**src/rtl/serial_parity_rx_pkg.sv**
```systemverilog
// Shared definitions for the serial parity receiver (and its generator twin).
// Holds the FSM state encoding, the default bit period, and the parity-mode
// constants so both ends of the link agree on them.
package serial_parity_rx_pkg;

  typedef enum logic [2:0] {
    ST_IDLE   = 3'd0,
    ST_START  = 3'd1,
    ST_DATA   = 3'd2,
    ST_PARITY = 3'd3,
    ST_STOP   = 3'd4,
    ST_BREAK  = 3'd5   // stop bit was 0; wait for the line to return high
  } rx_state_e;

  localparam int DEF_CLKS_PER_BIT = 16;

  localparam int PAR_MODE_EVEN = 0;
  localparam int PAR_MODE_ODD  = 1;

endpackage

```
**src/rtl/rx_sync.sv**
```systemverilog
// Two-flop synchronizer for the asynchronous serial line.
// Both flops reset to 1 (line idle) so a reset never fakes a start bit.
// Ports: clk, rst_n (async low), d (async input), q (synchronized output).
module rx_sync (
  input  logic clk,
  input  logic rst_n,
  input  logic d,
  output logic q
);

  logic meta;

  always_ff @(posedge clk or negedge rst_n) begin
    if (!rst_n) begin
      meta <= 1'b1;
      q    <= 1'b1;
    end else begin
      meta <= d;
      q    <= meta;
    end
  end

endmodule

```
**src/rtl/serial_parity_rx.sv**
```systemverilog
// Asynchronous serial frame receiver with parity check.
// Frame: start(0), DATA_W data bits LSB first, parity bit, stop(1).
// Ports:
//   clk, rst_n        - clock, async active-low reset
//   rx_in             - serial line (idle high, asynchronous)
//   data_out          - last received word, updated only when a frame ends
//   data_valid        - 1-cycle pulse at end of frame
//   parity_err        - 1-cycle pulse with data_valid, parity mismatch
//   frame_err         - 1-cycle pulse with data_valid, stop bit was 0
//   busy              - high whenever the FSM is not idle
module serial_parity_rx
  import serial_parity_rx_pkg::*;
#(
  parameter int DATA_W       = 8,
  parameter int CLKS_PER_BIT = DEF_CLKS_PER_BIT,
  parameter int PARITY_ODD   = PAR_MODE_EVEN
) (
  input  logic              clk,
  input  logic              rst_n,
  input  logic              rx_in,
  output logic [DATA_W-1:0] data_out,
  output logic              data_valid,
  output logic              parity_err,
  output logic              frame_err,
  output logic              busy
);

  localparam int CW = $clog2(CLKS_PER_BIT);
  localparam int BW = $clog2(DATA_W + 1);
  localparam logic [CW-1:0] HALF_LAST = CW'(CLKS_PER_BIT / 2 - 1);
  localparam logic [CW-1:0] FULL_LAST = CW'(CLKS_PER_BIT - 1);
  localparam logic [BW-1:0] BIT_LAST  = BW'(DATA_W - 1);
  localparam logic          ODD_BIT   = PARITY_ODD[0];

  rx_state_e         state, state_nx;
  logic              rx_s;
  logic [CW-1:0]     cnt;
  logic [BW-1:0]     bit_idx;
  logic [DATA_W-1:0] shift_reg;
  logic              par_acc;
  logic              par_bad;
  logic              tick;

  rx_sync u_sync (
    .clk   (clk),
    .rst_n (rst_n),
    .d     (rx_in),
    .q     (rx_s)
  );

  // Sampling point: half a bit after the start edge, then every full bit.
  assign tick = (state == ST_START) ? (cnt == HALF_LAST) : (cnt == FULL_LAST);

  always_ff @(posedge clk or negedge rst_n) begin
    if (!rst_n) state <= ST_IDLE;
    else        state <= state_nx;
  end

  always_comb begin
    state_nx = state;
    case (state)
      ST_IDLE:   if (!rx_s) state_nx = ST_START;
      ST_START:  if (tick) state_nx = rx_s ? ST_IDLE : ST_DATA;
      ST_DATA:   if (tick && bit_idx == BIT_LAST) state_nx = ST_PARITY;
      ST_PARITY: if (tick) state_nx = ST_STOP;
      ST_STOP:   if (tick) state_nx = rx_s ? ST_IDLE : ST_BREAK;
      ST_BREAK:  if (rx_s) state_nx = ST_IDLE;
      default:   state_nx = ST_IDLE;
    endcase
  end

  always_comb begin
    busy = (state != ST_IDLE);
  end

  always_ff @(posedge clk or negedge rst_n) begin
    if (!rst_n) begin
      cnt        <= '0;
      bit_idx    <= '0;
      shift_reg  <= '0;
      par_acc    <= 1'b0;
      par_bad    <= 1'b0;
      data_out   <= '0;
      data_valid <= 1'b0;
      parity_err <= 1'b0;
      frame_err  <= 1'b0;
    end else begin
      data_valid <= 1'b0;
      parity_err <= 1'b0;
      frame_err  <= 1'b0;

      // Held at zero while idle/breaking so START always begins from 0.
      if (state == ST_IDLE || state == ST_BREAK || tick) cnt <= '0;
      else                                               cnt <= cnt + 1'b1;

      if (tick) begin
        case (state)
          ST_START: begin
            bit_idx <= '0;
            par_acc <= 1'b0;
          end
          ST_DATA: begin
            // LSB arrives first: shifting in from the top lands it at bit 0.
            shift_reg <= {rx_s, shift_reg[DATA_W-1:1]};
            par_acc   <= par_acc ^ rx_s;
            bit_idx   <= bit_idx + 1'b1;
          end
          ST_PARITY: par_bad <= par_acc ^ rx_s ^ ODD_BIT;
          ST_STOP: begin
            data_out   <= shift_reg;
            data_valid <= 1'b1;
            parity_err <= par_bad;
            frame_err  <= ~rx_s;
          end
          default: ;
        endcase
      end
    end
  end

endmodule

```
**config.mk**
```make
export PLATFORM = sky130hd
export DESIGN_NAME = serial_parity_rx
export DESIGN_NICKNAME = d
export VERILOG_FILES = /design/src/rtl/serial_parity_rx_pkg.sv /design/src/rtl/rx_sync.sv /design/src/rtl/serial_parity_rx.sv
export SDC_FILE = /design/constraint.sdc
export NUM_CORES = 1
export LEC_CHECK = 0
export CAP_MARGIN = 40
export CORE_ASPECT_RATIO = 1.5
export CORE_MARGIN = 2
export CORE_UTILIZATION = 35
export DETAILED_ROUTE_END_ITERATION = 6
export GPL_TIMING_DRIVEN = 0
export PLACE_DENSITY = 0.6
export SYNTH_ARGS = -nofsm -noshare
export SYNTH_HDL_FRONTEND = slang
export SYNTH_SLANG_ARGS = --single-unit
```
**constraint.sdc**
```tcl
create_clock -name clk -period 2.1 [get_ports clk]
set_input_delay 0.42 -clock clk [delete_from_list [all_inputs] [get_ports clk]]
set_output_delay 0.42 -clock clk [all_outputs]
set_load 0.02 [all_outputs]
```
==> impl_metrics.json <==
{
  "finClkSkew_ns": 0.007687,
  "muxShareOfSynthArea": 0.1331,
  "dr_total_vias": 998,
  "status": "finished clean",
  "dp_hpwl_um": 1914,
  "grt_pass1_wl_um": 4754,
  "rows": 29,
  "synth-main-ff-cell": "dfrtp_1",
  "drtAntennaViolNets": 0,
  "grt_start_max_net_pins": 35,
  "syn_inst": 121,
  "setup-tns-final_ns": 0,
  "portBuffers": 14,
  "drcViolationCount": 0,
  "leakagePower_nw": 0.8205,
  "synthSimpleGateAreaFrac": 0.1173,
  "async_flop_share": 1.000,
  "synth_warnings": 0,
  "placed_cell_area_mm2": 0.001697,
  "fin_area_mm2": 0.001774,
  "drv_slew": 0,
  "cp_cell_sequence": "buf_4 -> or3_1 -> dlygate4sd2_1",
  "clk_latency_ns": 0.28,
  "synth_top_area_cell": "dfrtp_1",
  "fin_crit_ns": 1.920,
  "ir_drop_mv": 0.5439,
  "htreeDepth": 2,
  "hold_violations": 0,
  "fin_cells": 188,
  "drt-total-wl_um": 2730,
  "slew_headroom": 0.5078,
  "synth_area_leaders": "dfrtp_1 (53%), mux2_2 (12%), dfstp_2 (3.5%), inv_1 (2.0%), nor2_1 (2.0%)",
  "clk_pin_slew_ns": 0.07,
  "synth_top_family_by_area": "multiplexers",
  "max_slew.worst_pin.slew_ns": 0.7383,
  "drive_gt1_frac": 0.2535,
  "grt_overflow": 0,
  "ff2ff_path_depth": 5,
  "io_pins": 15,
  "synth_top_area_share": 0.5324,
  "cts_tree": "done",
  "critPathRequiredTime_ns": 1.68,
  "synth.avg_cell_area_um2": 12.43,
  "synth-seq-area-share": 0.5674,
  "cpMaxStageDelayCell": "dfrtp_1",
  "worstReg2RegStart": "cnt[0]",
  "nets": 146,
  "cp_num_buf_inv": 2,
  "grt_pass1_vias": 1017,
  "post_cts_buffers": 0,
  "synth_nets": 126,
  "dieArea_mm2": 0.004848,
  "clock_sinks": 34,
  "drtIter0Drc": 14,
  "die_w_um": 57.52,
  "timing.fmax_mhz": 520.9,
  "synth_xor_area_frac": 0.01747,
  "n_antenna_cell": 0,
  "via_per_inst": 5.309,
  "total_power_mw": 1.611,
  "cp-startpoint": "state[2]",
  "die_h_um": 84.29,
  "firstDrtPassIters": 4,
  "crit_family": "buffers and inverters",
  "p_per_area_mw_per_mm2": 907.9,
  "start_util": 0.3604,
  "maxCapViolations": 0,
  "rsz0062_at_grt": "no",
  "gp_congestion": 0.8269,
  "area_growth_pct": 17.97,
  "hp-class": "in -> async",
  "cts_buffers": 5,
  "clock-root-buffer": "clkbuf_8",
  "antenna_found_initial": 0,
  "startpoint_type": "flop",
  "coreArea_mm2": 0.004173,
  "ys_types": 37,
  "netlist_area_mm2": 0.001504,
  "synth_edf_count": 0,
  "synth_compound_area_frac": 0.09734,
  "cp-end-kind": "output pin",
  "period_share": 0.9142,
  "worst-setup-path-type": "reg -> out",
  "worstPathArrival_ns": 1.50,
  "clockBufferDepth": 2,
  "crit_fanout": 10,
  "ys_ff_latch": 34,
  "cpPeakStageDelay_ns": 0.36,
  "grt_use_total": 0.1286,
  "placed_cells": 181,
  "routedWlPerCell_um": 14.52,
  "synth_fa_ha_area_frac": 0.01664,
  "setup_violations": 0,
  "cp_num_cells": 3
}
metrics by stage:
stage	setup slack (ns)	hold WS (ns)	utilization
floorplan	0.5517	0.1244	-
global placement	-0.07591	0.3462	0.4078
detailed placement	0.1649	0.3490	0.4066
CTS	0.06318	0.2144	0.4261
global route	0.07805	0.2564	0.4252
finish	0.1802	0.1947	0.4252
Yosys cell counts (3+ instances only):
cell / n
nand2b_1: 4
dfrtp_1: 32
nand2_1: 4
mux2_2: 16
nand3_1: 3
nor2_1: 8
inv_1: 8
nand4_1: 4
o21ai_0: 4
final timing paths:
| kind | endpoint | slack [ns] |
|---|---|---|
| setup / recovery | busy | 0.18 |
| hold / removal | cnt[2] | 0.19 |
| setup reg to reg | data_out[1] | 0.35 |
| hold reg to reg | u_sync.q | 0.35 |
| max in group asynchronous | shift_reg[2] | 1.43 |
| min in group clk | u_sync.q | 0.35 |
placed cells by master (no fill, tap or decap), types with 2 or more instances in the layout:
cell type        count
inv_1                8
dfstp_2              2
dfrtp_1             32
buf_2                2
and3_1               2
o21ai_0              4
ha_1                 2
clkbuf_8             5
buf_6                2
buf_4                2
nand4_1              4
mux2_2              16
a21oi_1              2
clkdlybuf4s50_1     12
a311oi_1             2
clkinv_2             2
xor2_1               2
mux2i_1              2
nand2b_1             4
nor2_1               8
nand3_1              3
nand2_1              4
o221ai_1             2
power breakdown:
group	switching [mW]	leakage, nW	internal, mW
sequential	0.0727	0.456	0.724
combinational	0.205	0.319	0.158
clock	0.222	0.0450	0.229
total	0.500	0.820	1.11
timing repair:
action	CTS	global route
setup endpoints to repair	1	1
hold buffers	0	0
gates resized for setup	1	0
kinds of logic (layout without fill, tap and decap cells):
family | Yosys count | after routing
fa+ha+maj | 2 | 2
flops | 34 | 34
buf+inv | 14 | 35
xor+xnor | 3 | 3
simple gates | 32 | 32
mux | 18 | 18
compound gates | 18 | 18
cell type report:
type | instances | area, um2
Buffer | 5 | 42.54
Clock buffer | 6 | 72.57
Clock inverter | 2 | 10.01
Fill cell | 385 | 2399
Inverter | 8 | 30.03
Multi-Input combinational cell | 73 | 574.3
Sequential cell | 34 | 853.3
Tap cell | 46 | 57.56
Timing Repair Buffer | 14 | 133.9
metal layers:
metal | share of wire | vias to the layer above | global-route usage
met1 | 0.40 | 500 | 0.1399
li1 | - | 467 | -
met2 | 0.53 | 23 | 0.2159
met3 | 0.040 | 8 | 0.03698
met5 | 0 | - | 0
met4 | 0.030 | 0 | 0.07611
No activity file was read; power rests on OpenSTA's default activity.
